[config.mk]
export PLATFORM = sky130hd
export DESIGN_NAME = led_beep_seq
export DESIGN_NICKNAME = d
export VERILOG_FILES = /design/src/rtl/led_beep_pkg.sv /design/src/rtl/led_chan.sv /design/src/rtl/led_beep_seq.sv
export SDC_FILE = /design/constraint.sdc
export NUM_CORES = 1
export LEC_CHECK = 0
export CORE_MARGIN = 8
export CORE_UTILIZATION = 59
export CTS_CLUSTER_SIZE = 10
export DETAILED_ROUTE_END_ITERATION = 7
export DONT_BUFFER_PORTS = 1
export PLACE_DENSITY = 0.89
export SLEW_MARGIN = 5
export SYNTH_ARGS = -nofsm -noshare
export SYNTH_HDL_FRONTEND = slang
export SYNTH_HIERARCHICAL = 1
export SYNTH_SLANG_ARGS = --single-unit
export TNS_END_PERCENT = 5
[constraint.sdc]
create_clock -name clk -period 2.97 [get_ports clk]
set_input_delay 0.1485 -clock clk [delete_from_list [all_inputs] [get_ports clk]]
set_output_delay 0.1485 -clock clk [all_outputs]
set_load 0.02 [all_outputs]
[src/rtl/led_beep_pkg.sv]
`default_nettype none
// ============================================================================
// Module   : led_beep_pkg
// Purpose  : Shared types and widths for the LED pattern / buzzer block.
// Revision : 1.0 - initial release
// ============================================================================
package led_beep_pkg;

  localparam int PERIOD_W = 16;  // config period / tick-length fields
  localparam int BCNT_W   = 4;   // burst count field

  typedef enum logic [1:0] {
    MODE_OFF     = 2'd0,
    MODE_ON      = 2'd1,
    MODE_BLINK   = 2'd2,
    MODE_BREATHE = 2'd3
  } led_mode_e;

  typedef enum logic [1:0] {
    BEEP_IDLE = 2'd0,
    BEEP_ON   = 2'd1,
    BEEP_GAP  = 2'd2
  } beep_state_e;

  // A zero length would never match a counter compare, so it behaves as 1.
  function automatic logic [PERIOD_W-1:0] fix_zero(input logic [PERIOD_W-1:0] v);
    return (v == '0) ? PERIOD_W'(1) : v;
  endfunction

endpackage
`default_nettype wire

[src/rtl/led_chan.sv]
`default_nettype none
// ============================================================================
// Module   : led_chan
// Purpose  : One LED channel: off / on / blink / breathe, producing "lit".
// Revision : 1.0 - initial release
// ============================================================================
module led_chan
  import led_beep_pkg::*;
#(
  parameter int PWM_BITS = 8
) (
  input  logic                clk,
  input  logic                rst,
  input  logic                we,
  input  led_mode_e           cfg_mode,
  input  logic [PERIOD_W-1:0] cfg_period,
  input  logic                tick,
  input  logic [PWM_BITS-1:0] pwm_cnt,
  output logic                lit
);

  localparam logic [PWM_BITS-1:0] DUTY_MAX = '1;

  led_mode_e           mode_q,   mode_d;
  logic [PERIOD_W-1:0] period_q, period_d;
  logic [PERIOD_W-1:0] cnt_q,    cnt_d;
  logic                phase_q,  phase_d;
  logic [PWM_BITS-1:0] duty_q,   duty_d;
  logic                dn_q,     dn_d;

  // Next-state: config load has priority, otherwise advance on time-base ticks.
  always_comb begin
    mode_d   = mode_q;
    period_d = period_q;
    cnt_d    = cnt_q;
    phase_d  = phase_q;
    duty_d   = duty_q;
    dn_d     = dn_q;
    if (we) begin
      mode_d   = cfg_mode;
      period_d = fix_zero(cfg_period);
      cnt_d    = '0;
      phase_d  = 1'b1;
      duty_d   = '0;
      dn_d     = 1'b0;
    end else if (tick && (mode_q == MODE_BLINK || mode_q == MODE_BREATHE)) begin
      if (cnt_q == period_q - PERIOD_W'(1)) begin
        cnt_d = '0;
        if (mode_q == MODE_BLINK) begin
          phase_d = ~phase_q;
        end else if (!dn_q) begin
          // Turn around as the endpoint is reached so it is shown for one step only.
          duty_d = duty_q + PWM_BITS'(1);
          if (duty_q == DUTY_MAX - PWM_BITS'(1)) dn_d = 1'b1;
        end else begin
          duty_d = duty_q - PWM_BITS'(1);
          if (duty_q == PWM_BITS'(1)) dn_d = 1'b0;
        end
      end else begin
        cnt_d = cnt_q + PERIOD_W'(1);
      end
    end
  end

  // Channel state registers.
  always_ff @(posedge clk or negedge rst) begin
    if (!rst) begin
      mode_q   <= MODE_OFF;
      period_q <= PERIOD_W'(1);
      cnt_q    <= '0;
      phase_q  <= 1'b0;
      duty_q   <= '0;
      dn_q     <= 1'b0;
    end else begin
      mode_q   <= mode_d;
      period_q <= period_d;
      cnt_q    <= cnt_d;
      phase_q  <= phase_d;
      duty_q   <= duty_d;
      dn_q     <= dn_d;
    end
  end

  // Lit decode; breathe compares the shared PWM ramp against duty.
  always_comb begin
    lit = 1'b0;
    case (mode_q)
      MODE_OFF:     lit = 1'b0;
      MODE_ON:      lit = 1'b1;
      MODE_BLINK:   lit = phase_q;
      MODE_BREATHE: lit = (pwm_cnt < duty_q);
      default:      lit = 1'b0;
    endcase
  end

endmodule
`default_nettype wire

[src/rtl/led_beep_seq.sv]
`default_nettype none
// ============================================================================
// Module   : led_beep_seq
// Purpose  : Multi-channel LED pattern generator with burst buzzer driver.
// Revision : 1.0 - initial release
// ============================================================================
module led_beep_seq
  import led_beep_pkg::*;
#(
  parameter int N_LED          = 4,
  parameter int TICK_DIV       = 50_000,
  parameter int PWM_BITS       = 8,
  parameter int BEEP_HALF      = 10_000,
  parameter int LED_ACTIVE_LOW = 1,
  localparam int CH_W          = (N_LED > 1) ? $clog2(N_LED) : 1
) (
  input  logic                clk,
  input  logic                rst,
  input  logic                cfg_we,
  input  logic [CH_W-1:0]     cfg_ch,
  input  logic [1:0]          cfg_mode,
  input  logic [PERIOD_W-1:0] cfg_period,
  input  logic                beep_start,
  input  logic                beep_stop,
  input  logic [BCNT_W-1:0]   beep_count,
  input  logic [PERIOD_W-1:0] beep_on_ticks,
  input  logic [PERIOD_W-1:0] beep_off_ticks,
  output logic [N_LED-1:0]    led,
  output logic                beep,
  output logic                beep_busy
);

  localparam int PRESC_W = $clog2(TICK_DIV);
  localparam int TONE_W  = (BEEP_HALF > 1) ? $clog2(BEEP_HALF) : 1;
  localparam logic [N_LED-1:0] LED_UNLIT = (LED_ACTIVE_LOW != 0) ? '1 : '0;

  logic [PRESC_W-1:0]  presc_q, presc_d;
  logic [PWM_BITS-1:0] pwm_q,   pwm_d;
  logic [N_LED-1:0]    led_q,   led_d;
  logic                tick;
  logic [N_LED-1:0]    chan_we;
  logic [N_LED-1:0]    chan_lit;

  beep_state_e         state_q, state_d;
  logic [BCNT_W-1:0]   rem_q,   rem_d;
  logic [PERIOD_W-1:0] on_q,    on_d;
  logic [PERIOD_W-1:0] off_q,   off_d;
  logic [PERIOD_W-1:0] tcnt_q,  tcnt_d;
  logic [TONE_W-1:0]   tone_q,  tone_d;
  logic                beep_q,  beep_d;
  logic                busy_q,  busy_d;

  assign tick = (presc_q == PRESC_W'(TICK_DIV - 1));

  // Shared time base, free-running PWM ramp and pin polarity.
  always_comb begin
    presc_d = tick ? '0 : presc_q + PRESC_W'(1);
    pwm_d   = pwm_q + PWM_BITS'(1);
    led_d   = (LED_ACTIVE_LOW != 0) ? ~chan_lit : chan_lit;
  end

  for (genvar i = 0; i < N_LED; i++) begin : g_chan
    // Only an in-range index can ever match, so out-of-range writes drop out.
    assign chan_we[i] = cfg_we && (cfg_ch == CH_W'(i));

    led_chan #(
      .PWM_BITS (PWM_BITS)
    ) u_chan (
      .clk        (clk),
      .rst        (rst),
      .we         (chan_we[i]),
      .cfg_mode   (led_mode_e'(cfg_mode)),
      .cfg_period (cfg_period),
      .tick       (tick),
      .pwm_cnt    (pwm_q),
      .lit        (chan_lit[i])
    );
  end

  // Beep sequencer next-state; stop overrides everything including a start.
  always_comb begin
    state_d = state_q;
    rem_d   = rem_q;
    on_d    = on_q;
    off_d   = off_q;
    tcnt_d  = tcnt_q;
    tone_d  = tone_q;
    beep_d  = beep_q;
    busy_d  = busy_q;
    if (beep_stop) begin
      state_d = BEEP_IDLE;
      beep_d  = 1'b0;
      busy_d  = 1'b0;
    end else begin
      case (state_q)
        BEEP_IDLE: begin
          beep_d = 1'b0;
          busy_d = 1'b0;
          if (beep_start && (beep_count != '0)) begin
            state_d = BEEP_ON;
            rem_d   = beep_count;
            on_d    = fix_zero(beep_on_ticks);
            off_d   = fix_zero(beep_off_ticks);
            tcnt_d  = '0;
            tone_d  = '0;
            beep_d  = 1'b1;
            busy_d  = 1'b1;
          end
        end
        BEEP_ON: begin
          if (tone_q == TONE_W'(BEEP_HALF - 1)) begin
            tone_d = '0;
            beep_d = ~beep_q;
          end else begin
            tone_d = tone_q + TONE_W'(1);
          end
          if (tick) begin
            if (tcnt_q == on_q - PERIOD_W'(1)) begin
              tcnt_d = '0;
              tone_d = '0;
              rem_d  = rem_q - BCNT_W'(1);
              beep_d = 1'b0;
              if (rem_q == BCNT_W'(1)) begin
                state_d = BEEP_IDLE;
                busy_d  = 1'b0;
              end else begin
                state_d = BEEP_GAP;
              end
            end else begin
              tcnt_d = tcnt_q + PERIOD_W'(1);
            end
          end
        end
        BEEP_GAP: begin
          beep_d = 1'b0;
          if (tick) begin
            if (tcnt_q == off_q - PERIOD_W'(1)) begin
              tcnt_d  = '0;
              tone_d  = '0;
              state_d = BEEP_ON;
              beep_d  = 1'b1;
            end else begin
              tcnt_d = tcnt_q + PERIOD_W'(1);
            end
          end
        end
        default: begin
          state_d = BEEP_IDLE;
          beep_d  = 1'b0;
          busy_d  = 1'b0;
        end
      endcase
    end
  end

  // All top-level state, including the registered pins.
  always_ff @(posedge clk or negedge rst) begin
    if (!rst) begin
      presc_q <= '0;
      pwm_q   <= '0;
      led_q   <= LED_UNLIT;
      state_q <= BEEP_IDLE;
      rem_q   <= '0;
      on_q    <= PERIOD_W'(1);
      off_q   <= PERIOD_W'(1);
      tcnt_q  <= '0;
      tone_q  <= '0;
      beep_q  <= 1'b0;
      busy_q  <= 1'b0;
    end else begin
      presc_q <= presc_d;
      pwm_q   <= pwm_d;
      led_q   <= led_d;
      state_q <= state_d;
      rem_q   <= rem_d;
      on_q    <= on_d;
      off_q   <= off_d;
      tcnt_q  <= tcnt_d;
      tone_q  <= tone_d;
      beep_q  <= beep_d;
      busy_q  <= busy_d;
    end
  end

  assign led       = led_q;
  assign beep      = beep_q;
  assign beep_busy = busy_q;

endmodule
`default_nettype wire

* Word-level counts from Yosys, hierarchy flattened *
Index checks and enable logic that the tools add are counted.
Widths: inputs -> output; s select.

operators by class
  $add $sub $neg = 23
  $mul = 0
  div/mod/pow operators = 0
  order comparisons = 4
  eq/ne operators = 50
  shifts and indexed selects = 0
  mux-type cells = 122
  bitwise logic cells = 7
  reductions and logical operators = 51

operators by type and width
  kind                   count
  $mux 16                21
  $mux 8                 20
  $add 16x1->16 const B  6
  $eq 16x16->1           6
  $sub 16x1->16 const B  6
  $mux 14                6
  $mux 1                 55
  $logic_not 16->1       3
  $pmux 16 s3            1
  $pmux 14 s3            1
  $add 8x1->8 const B    5
  $eq 8x1->1 const B     4
  $eq 8x8->1 const B     4
  $lt 8x8->1             4
  $sub 8x1->8 const B    4
  $reduce_and 3->1       9
  $reduce_bool 2->1      13
  $eq 2x2->1 const B     11
  $reduce_and 5->1       4
  $eq 16x16->1 const B   1
  $pmux 1 s4             4
  $add 14x1->14 const B  1
  $eq 14x14->1 const B   1
  $mux 2                 7
  other kinds (19)       60

storage, ports and cells
  bits in registers = 274
  bits in latches = 0
  memory bits (writable) = 0
  bits in read-only memories = 0
  input port bits = 61
  output and inout port bits = 6
  word-level logic and storage cells = 292
  memories = 0

* Logic depth before layout (Yosys ltp) *
  word-level depth = 7
  mapped depth = 12

* Cells and area by module *
The synthesis kept the hierarchy.

modules (own cells, without submodules)
  module                            instances  cells each  area an instance (um^2)  sequential area each (um^2)
  led_chan at g_chan[0].u_chan ...  3          331         3031.7                   1102.3
  led_beep_seq                      1          610         5884.4                   2459.9
  led_chan at g_chan[3].u_chan      1          322         3025.4                   1102.3

* Worst setup path before layout *
OpenSTA, ideal clock, no wires.

  path type = reg-to-reg
  start = register presc_q[0]
  end = register g_chan[0].u_chan.duty_q[6]
  library setup time = 0.125 ns
  data arrival time = 2.913 ns
  data required time = 2.845 ns
  path slack = -0.067 ns
  cell stages (with the launch flop) = 10
  period minus slack after synthesis = 3.037 ns
  cells stage by stage = dfrtp_1 > ha_1 > and3_1 > and4_1 > buf_2 > buf_1 > nand3_1 > or3_1 > nor3_1 > mux2_2

on the way
  longest elaborated chain between the ends = 4

RTL lines
  element                      RTL line             RTL
  start: declaration           led_beep_seq.sv:37   logic [PRESC_W-1:0] presc_q, presc_d;
  start signal: assignment     led_beep_seq.sv:171  presc_q <= presc_d;
  $eq 16x16->1                 led_beep_seq.sv:53   assign tick = (presc_q == PRESC_W'(TICK_DIV - 1));
  named net tick               led_beep_seq.sv:40   logic tick;
  $logic_and 1x1->1            led_chan.sv:46       end else if (tick && (mode_q == MODE_BLINK || mode_q == MODE_BREATHE)) begin
  $reduce_bool 2->1 (no line)  -
  $reduce_and 3->1 (no line)   -
  end signal: assignment       led_chan.sv:79       duty_q <= duty_d;
  end: declaration             led_chan.sv:28       logic [PWM_BITS-1:0] duty_q, duty_d;

The timed path passes the listed nets, and every way through them passes these cells.
A chain may end at the register's enable or synchronous reset.

* Worst setup path in the final report *
  start = register g_chan[1].u_chan.period_q[0]
  end = register g_chan[1].u_chan.duty_q[3]

on the way
  longest elaborated chain between the ends = 4

RTL lines
  element                      RTL line        RTL
  start: declaration           led_chan.sv:25  logic [PERIOD_W-1:0] period_q, period_d;
  start signal: assignment     led_chan.sv:76  period_q <= period_d;
  $sub 16x1->16                led_chan.sv:47  if (cnt_q == period_q - PERIOD_W'(1)) begin
  $eq 16x16->1                 led_chan.sv:47
  $reduce_bool 2->1 (no line)  -
  $reduce_and 3->1 (no line)   -
  end signal: assignment       led_chan.sv:79
  end: declaration             led_chan.sv:28

No other way between the ends.

==> impl_metrics.ini <==
[die]
area_of_the_core_region_sq_um = 30300
io_pins = 67
row_count = 64
design.die.area_sq_um = 36400
die_h_um = 191
floorplan.initialDensity_pct = 59.3
die_w_um = 191

[timing]
setup-violations-final = 8
final_hold_viol_count = 275
worst_margin_slew_ns = 0.756
worst_slack_ns = -0.0815
slew-limit-headroom_pct = 49.6
achievable_frequency_mhz = 328
post-route-period-util_pct = 103
post-route-min-period_ns = 3.05
fin_worst_skew_ns = 0.0141
pins_over_their_slew_limit = 0
rsz0062_at_grt = true
hold_ws_ns = -0.676

[critical_path]
timing.critical_path.cells = inv_2 > ha_4 > nor2b_4 > and4b_2 > or3_4 > a221oi_2 > nand4b_1 > buf_6 > nor4_2 > mux2_2
worst_setup_start_kind = flip-flop
start_to_end_type_of_the_worst_setup_path = flip-flop to flip-flop
kind_of_cell_adding_the_most_delay_to_the_critical_path = simple AND/OR/NAND/NOR gates
crit_path_max_fanout = 5
timing.critical_path.arrival_ns = 3.45
end_kind = flip-flop
crit_path_max_incr_delay_ns = 0.54
timing.critical_path.required_ns = 3.37
timing.critical_path.slowest_stage_cell = dfstp_2
critical_path_buf_inv_count = 2

[drt]
wirelength_um = 51500
vias_per_cell = 6.62
post_drt_wl_per_cell_um = 21.1
route.detailed.drc = 0
drt-initial-drc-count = 1452
drt_pass1_iterations = 5
dr_total_vias = 16200
detail-route-antenna-nets = 0

[global_route]
antenna_found_initial = 2
grt_pass1_vias = 16200
grt_first_pass_wirelength_um = 81700
globalRoute.busiestLayer = met2
met3_usage_pct = 6.22
groute.layer.met1.usage_pct = 32.4
grt_max_degree = 275
grtUsageTotal_pct = 27.0
grt_remaining_overflow = 0
groute.layer.met2.usage_pct = 45.9

[power_and_ir_drop]
power.combinational.fraction_pct = 29.2
clock_share_of_power_pct = 31.5
p_sw_mw = 4.27
p_seq_share_pct = 39.3
power_density_nw_per_um2 = 604
max-vdd-ir-drop_v = 0.000623
power.internal_mw = 8.40
sw_frac_of_total_pct = 33.7
finalPower_mw = 12.7
p_leak_nw = 8.64

[clock_network]
h-tree-depth = 2
tritoncts.num_buffers = 35
ctsLongestPathBuffers = 3
clock_insertion_delay_worst_skew_ns = 0.52
post_cts_hold_buffer_count = 56
tritoncts = built
cts.reportedPaths.clkPinSlew_ns = 0.06
clk_root_buffer_cell = clkbuf_16
clock-sinks = 274

[layout]
fin_nets = 2154
layout-area-overhead-vs-synth_pct = 16.4
instances_no_fill = 2448
nFillCells = 2031
drive_gt1_share_pct = 18.9

[logic_synthesis]
synthesis.yosys.warnings = 6
post_syn_instances = 1925
synth_area_sq_um = 18000
synth-async-reset-ratio_pct = 100
ys_seq_area_share_pct = 38.2
syn_avg_cell_area_sq_um = 9.35
number_of_enable_flip_flop_cells_after_synthesis = 0
synth.net_count = 2050
synth-seq-cells = 274
synth_ff_type = dfrtp_1
synth_cell_types = 90

[placement]
place.detailed.instances = 2325
detailedPlace.worstSlack_ns = -0.0976
finalWeightedCongestion = 0.964
detailedPlacementHpwl_um = 32000
io_buffers = 0

[job]
drv.max_cap_violation_count = 0

[worst_hold_path]
hold_path_class = input port to async pin

[outcome]
run_status = finished, violations left
failed_checks = negative hold slack, negative setup slack
## kinds of logic after synthesis
logic type,count (synthesis),synth area share (%)
AND/OR/NAND/NOR,778,23.4
AO/OA/AOI/OAI,294,11.7
flip-flops,274,38.2
XOR/XNOR,192,9.34
buffers and inverters,186,4.47
multiplexers,137,8.44
adder cells (fa/ha/maj),64,4.45
## worst paths after layout
check | startpoint | slack [ns] | cells past startpoint | to
worst max-delay path | g_chan[1].u_chan/period_q[0] | -0.08 | 10 | g_chan[1].u_chan/duty_q[3]
worst min-delay path | rst | -0.68 | 0 | g_chan[1].u_chan/cnt_q[5]
worst max register to register | g_chan[1].u_chan/period_q[0] | -0.08 | 10 | g_chan[1].u_chan/duty_q[3]
worst min register to register | presc_q[0] | 0.50 | 1 | presc_q[0]
max in group asynchronous | rst | 2.99 | 0 | off_q[15]
min in group clk | cfg_period[7] | 0 | 3 | g_chan[0].u_chan/period_q[0]
## worst reg2reg max path, stage by stage, from the launching register on
cell,delay [ns]
dfstp_2,0.54
inv_2,0.05
ha_4,0.15
nor2b_4,0.13
and4b_2,0.26
or3_4,0.38
a221oi_2,0.26
nand4b_1,0.26
buf_6,0.23
nor4_2,0.30
mux2_2,0.36
## per-layer routing
layer  part of all wire, %  vias to the layer above
li1                      -                     7182
met1                    38                     7897
met2                    49                      914
met3                   8.8                      213
met4                   4.6                        2
met5                 0.025                        -
## through the flow
step,TNS [ns],hold slack (ns),cell area (sq um),util [%]
2_1_floorplan,-0.00596,-0.147,18000,-
3_3_place_gp,0,-0.138,18800,61.9
3_5_place_dp,-0.308,-0.139,18800,61.9
4_1_cts,-0.00703,-0.681,20500,67.5
5_1_grt,-1.74,-0.683,21000,69.1
6_report,-0.333,-0.676,21000,69.1
## layout by cell type (no fill, tap or decap), types with 34 or more instances in the layout
cell type	instances
ha_1	61
a21oi_1	50
nor3_1	47
dfrtp_1	264
nand4_1	34
o21ai_0	48
xnor2_1	101
buf_4	93
nor2_1	199
nand3_1	96
mux2_2	107
dlygate4sd3_1	56
xor2_1	91
inv_1	92
nor4_1	56
nand2_1	112
clkbuf_16	37
## final cells by class
class | instances | area, sq um | area share [%]
inverter | 93 | 349 | 1.67
sequential | 274 | 6870 | 32.8
clock buffer | 57 | 1050 | 5.01
multi-input combinational | 1466 | 10800 | 51.6
antenna | 2 | 5.00 | 0.0239
clock inverter | 1 | 8.76 | 0.0418
tap | 396 | 495 | 2.36
timing repair buffer | 159 | 1370 | 6.55
## timing repair
item	CTS	global route
gates resized for setup	9	88
setup endpoints to repair	31	122
gates cloned	0	4
buffers inserted	0	3
endpoints found under the hold margin	386	274
pin swaps	1	24
## sequential cells by signal, indices dropped and copies added, names as in the netlist
name / count
beep: 1
on_q: 16
g_chan.u_chan/duty_q: 32
g_chan.u_chan/mode_q: 8
tone_q: 14
g_chan.u_chan/period_q: 64
off_q: 16
beep_busy: 1
rem_q: 4
g_chan.u_chan/phase_q: 4
g_chan.u_chan/cnt_q: 64
g_chan.u_chan/dn_q: 4
presc_q: 16
led: 4
state_q: 2
tcnt_q: 16
pwm_q: 8
## power by group through the flow
stage	clock network, mW	registers (mW)	logic (mW)
finish	3.99	4.98	3.70
global route	4.21	5.03	3.97
CTS	4.04	4.91	3.39
detailed placement	0	4.97	3.21
global placement	0	4.92	3.05
floorplan	0	4.82	2.38
## cells in the mapped netlist (9+ instances only)
cell	n	area share, %
nor3b_1	13	0.54
nor2_1	202	4.2
o211ai_1	14	0.58
a22o_1	14	0.68
nand2b_1	14	0.49
inv_1	93	1.9
o21ai_0	48	1.3
mux2_2	110	6.9
nor4_1	72	2.5
dfrtp_1	264	37
nor3_1	53	1.5
a32oi_1	9	0.44
a21o_1	20	0.83
and3_1	32	1.1
buf_1	12	0.25
mux2i_1	19	1.1
nor2b_1	20	0.69
a41oi_1	14	0.68
buf_6	10	0.63
and2_1	12	0.42
xor2_1	91	4.4
nand2_1	112	2.3
or4_1	23	0.96
xnor2_1	101	4.9
buf_2	12	0.33
dfstp_2	10	1.5
ha_1	64	4.4
nand4_1	34	1.2
nand3_1	96	2.7
a211oi_1	9	0.38
or3_1	26	0.90
clkbuf_1	54	1.1
a31oi_1	22	0.76
a21oi_1	52	1.4
(Power assumes the default switching activity.)
